**config.mk**
```make
export PLATFORM = sky130hd
export DESIGN_NAME = keypad_scan
export DESIGN_NICKNAME = d
export VERILOG_FILES = /design/src/rtl/keypad_scan.sv
export SDC_FILE = /design/constraint.sdc
export NUM_CORES = 1
export LEC_CHECK = 0
export BUFFER_PORTS_ARGS = -buffer_cell sky130_fd_sc_hd__buf_2
export CAP_MARGIN = 15
export CORE_MARGIN = 2
export CORE_UTILIZATION = 50
export DETAILED_ROUTE_END_ITERATION = 16
export HOLD_SLACK_MARGIN = 0.02
export PLACE_DENSITY = 0.76
export SLEW_MARGIN = 20
export SYNTH_ARGS = -nofsm -noshare
export SYNTH_HDL_FRONTEND = slang
export SYNTH_SLANG_ARGS = --single-unit
```
**constraint.sdc**
```tcl
create_clock -name iCLK -period 3.7 [get_ports iCLK]
set_clock_uncertainty 0.05 [all_clocks]
set_input_delay 0.185 -clock iCLK [delete_from_list [all_inputs] [get_ports iCLK]]
set_output_delay 0.185 -clock iCLK [all_outputs]
set_load 0.1 [all_outputs]
```
**src/rtl/keypad_scan.sv**
```systemverilog
// keypad_scan - 4x4 matrix keypad scanner with press/release debounce.
//
// Drives one row low at a time, synchronises the column returns and, when a
// single key is seen, freezes the row and debounces the press. An accepted press
// updates oKEY and pulses oVALID once; oHELD stays high until the release is
// debounced, after which scanning resumes on the next row. Chords are rejected.
//
// Optional feature (macro KEY_REPEAT_EN): while a key stays held, oVALID
// re-pulses after REP_DLY cycles and then every REP_RATE cycles. Without the
// macro no repeat logic exists and REP_DLY/REP_RATE are ignored.
//
// Ports:
//   iCLK    scan clock (divided slow clock), rising edge
//   RSTB    asynchronous active-low reset
//   iCOL    column returns, active-low, asynchronous to iCLK
//   oROW    row drive, active-low, exactly one bit low
//   oKEY    last accepted key code {row[1:0], col[1:0]}
//   oVALID  one-cycle strobe on accept (and on auto-repeat)
//   oHELD   high from press accept until release accept

module keypad_scan #(
  parameter int unsigned SETTLE   = 4,     // 3..15
  parameter int unsigned DEB_CNT  = 600,
  parameter int unsigned REP_DLY  = 16384,
  parameter int unsigned REP_RATE = 3333
) (
  input  logic       iCLK,
  input  logic       RSTB,
  input  logic [3:0] iCOL,
  output logic [3:0] oROW,
  output logic [3:0] oKEY,
  output logic       oVALID,
  output logic       oHELD
);

  localparam logic [3:0]  SettleLast = 4'(SETTLE - 1);
  localparam logic [15:0] DebTarget  = 16'(DEB_CNT);

  typedef enum logic [1:0] {StScan, StDebounce, StHold} state_e;

  // Column synchroniser
  logic [3:0] colMeta, sc;

  always_ff @(posedge iCLK or negedge RSTB) begin
    if (!RSTB) begin
      colMeta <= 4'hF;
      sc      <= 4'hF;
    end else begin
      colMeta <= iCOL;
      sc      <= colMeta;
    end
  end

  // Single-key detection on the synchronised columns
  logic       singleLow;
  logic [1:0] scCol;

  always_comb begin
    singleLow = 1'b0;
    scCol     = 2'd0;
    case (sc)
      4'b1110: begin singleLow = 1'b1; scCol = 2'd0; end
      4'b1101: begin singleLow = 1'b1; scCol = 2'd1; end
      4'b1011: begin singleLow = 1'b1; scCol = 2'd2; end
      4'b0111: begin singleLow = 1'b1; scCol = 2'd3; end
      default: ;
    endcase
  end

  state_e      stateQ, stateD;
  logic [1:0]  rowIdxQ, rowIdxD;
  logic [1:0]  colIdxQ, colIdxD;
  logic [3:0]  patQ, patD;
  logic [3:0]  dwellQ, dwellD;
  logic [15:0] debCntQ, debCntD;
  logic [3:0]  keyQ, keyD;
  logic        validQ, validD;
  logic        heldQ, heldD;
  logic [3:0]  rowQ, rowD;

  logic [1:0]  rowNext;
  logic [15:0] debCntSat;

  assign rowNext   = rowIdxQ + 2'd1;
  assign debCntSat = (debCntQ == 16'hFFFF) ? debCntQ : debCntQ + 16'd1;

`ifdef KEY_REPEAT_EN
  localparam logic [15:0] RepDlyTarget  = 16'(REP_DLY);
  localparam logic [15:0] RepRateTarget = 16'(REP_RATE);

  logic [15:0] repCntQ, repCntD;
  logic        repPhaseQ, repPhaseD;  // 0: waiting initial delay, 1: repeating
  logic [15:0] repCntSat;

  assign repCntSat = (repCntQ == 16'hFFFF) ? repCntQ : repCntQ + 16'd1;

  always_ff @(posedge iCLK or negedge RSTB) begin
    if (!RSTB) begin
      repCntQ   <= 16'd0;
      repPhaseQ <= 1'b0;
    end else begin
      repCntQ   <= repCntD;
      repPhaseQ <= repPhaseD;
    end
  end
`else
  // Keeps the repeat parameters referenced when the feature is compiled out
  logic unusedRepParams;
  assign unusedRepParams = ^{32'(REP_DLY), 32'(REP_RATE)};
`endif

  always_comb begin
    stateD  = stateQ;
    rowIdxD = rowIdxQ;
    colIdxD = colIdxQ;
    patD    = patQ;
    dwellD  = dwellQ;
    debCntD = debCntQ;
    keyD    = keyQ;
    validD  = 1'b0;
    heldD   = heldQ;
`ifdef KEY_REPEAT_EN
    repCntD   = repCntQ;
    repPhaseD = repPhaseQ;
`endif

    unique case (stateQ)
      StScan: begin
        if (dwellQ >= SettleLast) begin
          dwellD = 4'd0;
          if (singleLow) begin
            // Row stays frozen while the press is debounced
            colIdxD = scCol;
            patD    = sc;
            debCntD = 16'd0;
            stateD  = StDebounce;
          end else begin
            rowIdxD = rowNext;
          end
        end else begin
          dwellD = dwellQ + 4'd1;
        end
      end

      StDebounce: begin
        if (sc == patQ) begin
          if (debCntSat >= DebTarget) begin
            keyD    = {rowIdxQ, colIdxQ};
            validD  = 1'b1;
            heldD   = 1'b1;
            debCntD = 16'd0;
            stateD  = StHold;
`ifdef KEY_REPEAT_EN
            repCntD   = 16'd0;
            repPhaseD = 1'b0;
`endif
          end else begin
            debCntD = debCntSat;
          end
        end else begin
          // Bounce or a second key: abandon silently and move on
          rowIdxD = rowNext;
          dwellD  = 4'd0;
          debCntD = 16'd0;
          stateD  = StScan;
        end
      end

      StHold: begin
        // debCnt doubles as the release counter here
        if (sc == 4'hF) begin
          if (debCntSat >= DebTarget) begin
            heldD   = 1'b0;
            rowIdxD = rowNext;
            dwellD  = 4'd0;
            debCntD = 16'd0;
            stateD  = StScan;
          end else begin
            debCntD = debCntSat;
          end
        end else begin
          debCntD = 16'd0;
        end
`ifdef KEY_REPEAT_EN
        if (sc == patQ) begin
          if (repCntSat >= (repPhaseQ ? RepRateTarget : RepDlyTarget)) begin
            validD    = 1'b1;
            repCntD   = 16'd0;
            repPhaseD = 1'b1;
          end else begin
            repCntD = repCntSat;
          end
        end else begin
          repCntD   = 16'd0;
          repPhaseD = 1'b0;
        end
`endif
      end

      default: begin
        stateD  = StScan;
        rowIdxD = 2'd0;
        dwellD  = 4'd0;
        debCntD = 16'd0;
      end
    endcase

    // Registered row drive avoids decode glitches on the keypad lines
    rowD = ~(4'b0001 << rowIdxD);
  end

  always_ff @(posedge iCLK or negedge RSTB) begin
    if (!RSTB) begin
      stateQ  <= StScan;
      rowIdxQ <= 2'd0;
      colIdxQ <= 2'd0;
      patQ    <= 4'hF;
      dwellQ  <= 4'd0;
      debCntQ <= 16'd0;
      keyQ    <= 4'd0;
      validQ  <= 1'b0;
      heldQ   <= 1'b0;
      rowQ    <= 4'b1110;
    end else begin
      stateQ  <= stateD;
      rowIdxQ <= rowIdxD;
      colIdxQ <= colIdxD;
      patQ    <= patD;
      dwellQ  <= dwellD;
      debCntQ <= debCntD;
      keyQ    <= keyD;
      validQ  <= validD;
      heldQ   <= heldD;
      rowQ    <= rowD;
    end
  end

  assign oROW   = rowQ;
  assign oKEY   = keyQ;
  assign oVALID = validQ;
  assign oHELD  = heldQ;

endmodule

```
==> results of run 1 <==
-- synthesized netlist by cell type (3+ instances only) --
cell	count
dfrtp_1	33
nand2_1	23
nor2_1	17
dfstp_2	15
nand3_1	13
a21oi_1	10
mux2_2	10
inv_1	9
nand4_1	9
xnor2_1	9
a31oi_1	8
and2_1	7
and3_1	7
buf_2	7
nor3_1	7
o21ai_0	7
ha_1	6
and4_1	5
clkbuf_1	5
o211ai_1	4
or3_1	4
a211oi_1	3
a21boi_0	3
a22oi_1	3
nand2b_1	3
o2111ai_1	3
or2_2	3
xor2_1	3
-- stage by stage --
| stage | util (%) | worst slack, ps | instances | instance area, sq um |
|---|---|---|---|---|
| final | 55.8 | 400 | 367 | 3040 |
| after global routing | 55.8 | 199 | 367 | 3040 |
| after CTS | 55.6 | 440 | 366 | 3020 |
| after detailed placement | 52.9 | 447 | 354 | 2880 |
| after global placement | 52.9 | 509 | 354 | 2880 |
| after floorplan | - | 854 | 280 | 2780 |
-- worst paths after layout --
kind / cells past startpoint / from / end
max: 8 / debCntQ[0]$_DFFE_PN0P_ / oROW[0]$_DFF_PN0_
min: 0 / colMeta[0]$_DFF_PN1_ / sc[0]$_DFF_PN1_
max reg2reg: 8 / debCntQ[0]$_DFFE_PN0P_ / oROW[0]$_DFF_PN0_
min reg2reg: 0 / colMeta[0]$_DFF_PN1_ / sc[0]$_DFF_PN1_
max in group asynchronous: 2 / RSTB / debCntQ[10]$_DFFE_PN0P_
min in group asynchronous: 2 / RSTB / rowIdxQ[0]$_DFF_PN0_
-- power breakdown --
| group | internal [uW] | leakage, uW | switching (uW) |
|---|---|---|---|
| registers | 629 | 0.000605 | 55.5 |
| logic | 164 | 0.000609 | 295 |
| clock network | 177 | 0.0000573 | 189 |
-- layer usage --
layer  vias to the layer above  global-route usage (%)  part of all wire, %
li1                       1075                       -                    -
met1                      1098                    28.4                   48
met2                        63                    31.6                   46
met3                         7                    3.79                  4.6
met4                         0                    5.61                  1.1
met5                         -                       0                    0
-- cell families (layout without fill, tap and decap cells) --
family / count (synthesis) / after routing
xor gates and xnor gates: 12 / 12
adders and majority gates: 6 / 6
buffers and inverters: 24 / 39
AOI/OAI and AO/OA: 67 / 67
and+or+nand+nor: 111 / 111
DFF: 48 / 48
muxes: 12 / 12
-- sequential cells by signal, indices dropped and copies added (netlist names) --
name,cells
colIdxQ,2
colMeta,4
debCntQ,16
dwellQ,4
oHELD,1
oKEY,4
oROW,4
oVALID,1
patQ,4
rowIdxQ,2
sc,4
stateQ,2
-- layout make-up --
cell class	count	area [sq um]	area share [%]
clock inverters	2	15.0	0.494
multi-input cells	208	1440	47.5
repair buffers	22	143	4.70
flip-flops and latches	48	1220	40.2
well taps	72	90.1	2.97
inverters	9	33.8	1.11
clock buffers	6	93.8	3.09
-- worst reg2reg max path: stages (launching register included) --
cell	delay (ps)
dfrtp_1	450
ha_1	250
nand3_1	250
nor4_1	400
xor2_1	150
nor4_4	390
o211a_2	580
o221ai_1	230
or4_1	420
-- repair_timing --
action | in CTS | in global routing
setup endpoints to repair | 0 | 0
hold buffers | 4 | 1
endpoints found under the hold margin | 4 | 33
==> summary.txt, run 1 <==
Clock tree
  – CTS tree: built
  – Clk Latency, worst-skew pair: between 300 and 400 ps
  – Cts repair resizes: 0
  – CTS sink cnt: between 40 and 50
  – Clock transition at the registers of the reported paths: about 100 ps
  – Root Buffer: clkbuf_8
  – CTS Buf Count: 5
  – Setup Fix Bufs, Post-CTS: 0
  – H-tree depth: 2
  – Maximum clock path buffer count: 2

Yosys
  – Post-synthesis register bit count: 48
  – Async SR Flop Fraction: 100%
  – Distinct cells, synth: ~60
  – Post-synthesis mux area share: about 4.8%
  – Synthesized cell area: about 0.0028 sq mm
  – Complex-gate fraction of the synthesized area: between 10% and 20%
  – Synth area leaders: dfrtp_1 30%, dfstp_2 14%, mux2_2 4.1%, nand2_1 3.1%, xnor2_1 2.8%
  – Syn_area_per_cell: 9.92 sq um
  – Cells after Synth: between 200 and 300
  – Sequential-to-total area share from yosys stat: between 40% and 50%
  – Largest family of logic cells by synthesized area: simple AND/OR/NAND/NOR gates
  – Post-synthesis adder-cell area fraction: about 2.7%
  – Post-Synth Simple-Gate Area: 22.6%
  – Yosys warnings: 0
  – Synth Flop Type: dfrtp_1
  – Yosys top cell area share: between 20 and 30%
  – Post-synth EDFFs: 0
  – Post-synthesis xor/xnor area fraction: 3.78%
  – Post-synth top area cell: dfrtp_1
  – Synthesized net count: 292

Placed design
  – Port Buffer Count: 15
  – DPL Wire Length: just over 4000 um
  – Placer Congestion: ~0.9

Layout
  – Fillcell total: 480
  – Most frequent cells in the layout: 33 x dfrtp_1, 23 x nand2_1, 17 x nor2_1
  – Antenna diode count: 0
  – Commonest non-fill, non-tap cell in the layout: dfrtp_1
  – Final Net Count: 306
  – Share of layout cells above drive strength 1: 21.0%
  – Synthesis-to-finish area growth: 9.28%

Pwr
  – Power Density: between 400 and 500 mW/mm^2
  – Peak VDD IR: roughly 350 uV
  – Pleak: between 0.001 and 0.0015 uW
  – Total Power: 1510 uW

Flow run
  – MaxCap Viol Count: 0

Floorplanning
  – Die area: about 0.0062 sq mm
  – Die width: around 79 um
  – I/O pins: 16
  – Num rows: 27
  – Starting density of the core: a little over 50%
  – Core Footprint: ~0.0054 sq mm
  – Die H: between 70 and 80 um

STA
  – Hold WS: about 310 ps
  – Tcrit/Tclk final: 89.2%
  – Slew headroom: 45.8%
  – Least-Margin Pin Slew: slightly above 800 ps
  – Fin crit period: roughly 3300 ps
  – Unrepaired setup endpoints after global routing: false
  – Setup_tns: 0 ps
  – Final hold violations: 0
  – Final setup fails: 0
  – Max Clk Rate: 0.303 GHz
  – Final Max Slew Viols: 0

Setup path
  – Slowest cell on crit path: o211a_2
  – Critical Path, Cell by Cell: ha_1 -> nand3_1 -> nor4_1 -> xor2_1 -> nor4_4 -> o211a_2 -> o221ai_1 -> or4_1
  – Worst-path maximum fanout: 24
  – Bufs and invs on worst path: 0
  – Reg-to-reg slack, setup: approximately 400 ps
  – Crit path kind: reg2reg
  – Worst setup EP type: flip-flop
  – CP max stage delay: just under 600 ps
  – Startpoint Class: flip-flop
  – WP data arrival: roughly 3400 ps
  – WP data required: approximately 3800 ps
  – Crit path max-delay family: simple AND/OR/NAND/NOR gates

Global routing
  – Vias in the first global route: between 2000 and 2500
  – GRT Util Overall: between 20 and 25%
  – First-pass GRT wire length: around 10000 um
  – Largest net degree at the start of global routing: slightly below 50
  – Global route total overflow: 0
  – Initial antenna violation count: 0

Route
  – Post-route ant nets: 0
  – Initial drt markers: around 190
  – Via count: around 2200
  – Residual DRC: 0
  – DR WL/cell: approximately 16 um
  – First drt pass iteration count: 4
  – Routed vias/inst: 6.11
  – Final WL: approximately 5900 um

Run status
  – Status: finished clean

Worst hold path
  – Worst min path class: reg2reg
Power figures use the tool's default switching activity.
==> run 2, diff against run 1 <==
--- a/config.mk
+++ b/config.mk
@@ -7,11 +7,13 @@
 export LEC_CHECK = 0
 export BUFFER_PORTS_ARGS = -buffer_cell sky130_fd_sc_hd__buf_2
 export CAP_MARGIN = 15
+export CELL_PAD_IN_SITES_DETAIL_PLACEMENT = 2
+export CELL_PAD_IN_SITES_GLOBAL_PLACEMENT = 2
 export CORE_MARGIN = 2
-export CORE_UTILIZATION = 50
+export CORE_UTILIZATION = 36
 export DETAILED_ROUTE_END_ITERATION = 16
 export HOLD_SLACK_MARGIN = 0.02
-export PLACE_DENSITY = 0.76
+export PLACE_DENSITY = 0.77
 export SLEW_MARGIN = 20
 export SYNTH_ARGS = -nofsm -noshare
 export SYNTH_HDL_FRONTEND = slang
==> constraint.sdc (replaced) <==
create_clock -name iCLK -period 2.7 [get_ports iCLK]
set_clock_uncertainty 0.05 [all_clocks]
set_input_delay 0.135 -clock iCLK [delete_from_list [all_inputs] [get_ports iCLK]]
set_output_delay 0.135 -clock iCLK [all_outputs]
set_load 0.1 [all_outputs]
==> summary.txt, run 2 (synthesized netlist as in run 1, its figures left out) <==
Run status
  – Failing checks: negative setup slack
  – Status: complete, but fails checks (was finished clean)

Placed design
  – DPL Wire Length: 6270 um (was 4100 um)
  – Placed cell areas: 0.00321 sq mm (was 0.00288 sq mm)
  – Placer Congestion: 0.829 (was 0.899)
  – Placed Cells: 421 (was 354)
  – Port Buffer Count: 15 (unchanged)
  – Pre-CTS setup slack: -64.9 ps (was 447 ps)

STA
  – Slew headroom: 64.7% (was 45.8%)
  – Setup slack after layout: -46.7 ps (was 400 ps)
  – Final setup fails: 2 (was 0)
  – Final hold violations: 0 (unchanged)
  – Max Clk Rate: 0.364 GHz (was 0.303 GHz)
  – Least-Margin Pin Slew: 525 ps (was 810 ps)
  – Unrepaired setup endpoints after global routing: true (was false)
  – Final Max Slew Viols: 0 (unchanged)
  – Tcrit/Tclk final: 102% (was 89.2%)
  – Setup_tns: -85.3 ps (was 0 ps)
  – Fin crit period: 2750 ps (was 3300 ps)

Setup path
  – Crit path max-delay family: compound AO/OA/AOI/OAI gates (was simple AND/OR/NAND/NOR gates)
  – Slowest cell on crit path: or4_4 (was o211a_2)
  – Crit path kind: reg2reg (unchanged)
  – Bufs and invs on worst path: 1 (was 0)
  – Critical Path, Cell by Cell: ha_2 -> buf_4 -> nand2_1 -> a31o_2 -> o32ai_1 -> or3_4 -> o211a_4 -> or4_4 -> a311o_1 (was ha_1 -> nand3_1 -> nor4_1 -> xor2_1 -> nor4_4 -> o211a_2 -> o221ai_1 -> or4_1)
  – WP data arrival: 2940 ps (was 3440 ps)
  – CP max stage delay: 430 ps (was 580 ps)
  – WP data required: 2890 ps (was 3840 ps)
  – Worst setup EP type: flip-flop (unchanged)
  – Startpoint Class: flip-flop (unchanged)
  – Reg-to-reg slack, setup: -50 ps (was 400 ps)
  – Worst-path maximum fanout: 7 (was 24)

Worst hold path
  – Worst min path class: in2async (was reg2reg)

Clock tree
  – Root Buffer: clkbuf_8 (unchanged)
  – Clk Latency, worst-skew pair: 310 ps (about the same)
  – CTS tree: built (unchanged)
  – CTS Buf Count: 5 (unchanged)
  – Clock transition at the registers of the reported paths: 110 ps (was 100 ps)
  – H-tree depth: 2 (unchanged)
  – Maximum clock path buffer count: 2 (unchanged)
  – CTS sink cnt: 48 (unchanged)

Layout
  – Antenna diode count: 0 (unchanged)
  – Most frequent cells in the layout: 46 x buf_4, 32 x dfrtp_1, 23 x nand2_1 (was 33 x dfrtp_1, 23 x nand2_1, 17 x nor2_1)
  – Final cell count without fillers: 441 (was 367)
  – Multi-input logic area: 0.00153 sq mm (was 0.00144 sq mm)
  – Register Area: 0.00122 sq mm (about the same)
  – Fillcell total: 833 (was 480)
  – Synthesis-to-finish area growth: 25.7% (was 9.28%)
  – Max FFs per register: 16 (unchanged)
  – Final Net Count: 350 (was 306)
  – Commonest non-fill, non-tap cell in the layout: buf_4 (was dfrtp_1)
  – Share of layout cells above drive strength 1: 35.7% (was 21.0%)
  – Finished Cell Area: 0.00349 sq mm (was 0.00304 sq mm)
  – Top reg by flops: debCntQ (unchanged)

Floorplanning
  – Die H: 91.9 um (was 78.6 um)
  – Core Footprint: 0.00761 sq mm (was 0.00544 sq mm)
  – Starting density of the core: 36.5% (was 51.1%)
  – I/O pins: 16 (unchanged)
  – Num rows: 32 (was 27)
  – Die area: 0.00844 sq mm (was 0.00617 sq mm)
  – Die width: 91.9 um (was 78.6 um)

Route
  – Routed vias/inst: 5.65 (was 6.11)
  – Post-route ant nets: 0 (unchanged)
  – First drt pass iteration count: 4 (unchanged)
  – Via count: 2492 (was 2243)
  – Residual DRC: 0 (unchanged)
  – DR WL/cell: 19.7 um (was 16.0 um)
  – Final WL: 8680 um (was 5870 um)
  – Initial drt markers: 61 (was 186)

Pwr
  – Peak VDD IR: 324 uV (was 353 uV)
  – Power Density: 626 mW/mm^2 (was 497 mW/mm^2)
  – Total Power: 2190 uW (was 1510 uW)
  – Pleak: 0.00149 uW (was 0.00127 uW)

Flow run
  – MaxCap Viol Count: 0 (unchanged)

Global routing
  – First-pass GRT wire length: 13900 um (was 9830 um)
  – GRT Util Overall: 20.8% (was 20.1%)
  – Initial antenna violation count: 0 (unchanged)
  – Global route total overflow: 0 (unchanged)
  – Vias in the first global route: 2795 (was 2031)
  – Largest net degree at the start of global routing: 35 (was 49)
## run 2: cell type report
type                       instances  area share [%]
inverter                           9           0.967
clock buffer                       6            2.69
timing repair buffer              66            13.5
sequential                        48            35.0
tap                              102            3.65
multi-input combinational        208            43.8
clock inverter                     2           0.430
## run 2: worst register-to-register path, delay by kind of cell (launching register included)
kind / cells / cell delay, ps
AO/OA/AOI/OAI: 4 / 980
adder cells (fa/ha/maj): 1 / 210
buffers and inverters: 1 / 150
flip-flops: 1 / 400
AND/OR/NAND/NOR: 3 / 890
## run 2: final timing paths
kind / start / endpoint / cells after the start
worst max register to register: debCntQ[0]$_DFFE_PN0P_ / oROW[1]$_DFF_PN1_ / 9
worst max-delay path: debCntQ[0]$_DFFE_PN0P_ / oROW[1]$_DFF_PN1_ / 9
worst min register to register: colMeta[1]$_DFF_PN1_ / sc[1]$_DFF_PN1_ / 0
min in group iCLK: colMeta[1]$_DFF_PN1_ / sc[1]$_DFF_PN1_ / 0
max in group asynchronous: RSTB / sc[0]$_DFF_PN1_ / 3
worst min-delay path: RSTB / debCntQ[12]$_DFFE_PN0P_ / 2
## run 2: repair_timing
item                                    CTS  global route
buffers inserted                          4             3
endpoints found under the setup margin   10            24
gates resized for setup                  10            10
pin swaps                                 5             6
gates cloned                              0             0
endpoints found under the hold margin    18             0
hold buffers                              5             0
## run 2: power by group
group | leakage [uW] | internal, uW | switching (uW) | total (uW)
Clock | 0.0000573 | 243 | 274 | 517
Sequential | 0.000604 | 862 | 88.4 | 951
Combinational | 0.000831 | 264 | 454 | 718
Total | 0.00149 | 1370 | 816 | 2190
## run 2: per-layer routing
layer | global-route usage (%) | up-vias | wire, um | share of wire (%)
met3 | 2.30 | 10 | 164 | 1.9
met1 | 23.7 | 1290 | 3530 | 41
met4 | 4.85 | 0 | 121 | 1.4
li1 | - | 1161 | - | -
met2 | 41.2 | 31 | 4870 | 56
met5 | 0 | - | 0 | 0
## run 2: per-stage QoR
step / util (%) / hold slack [ps]
finish: 45.9 / 215
global route: 45.9 / 255
CTS: 45.0 / 226
detailed placement: 42.3 / 30.9
global placement: 42.3 / 27.0
floorplan: - / -211
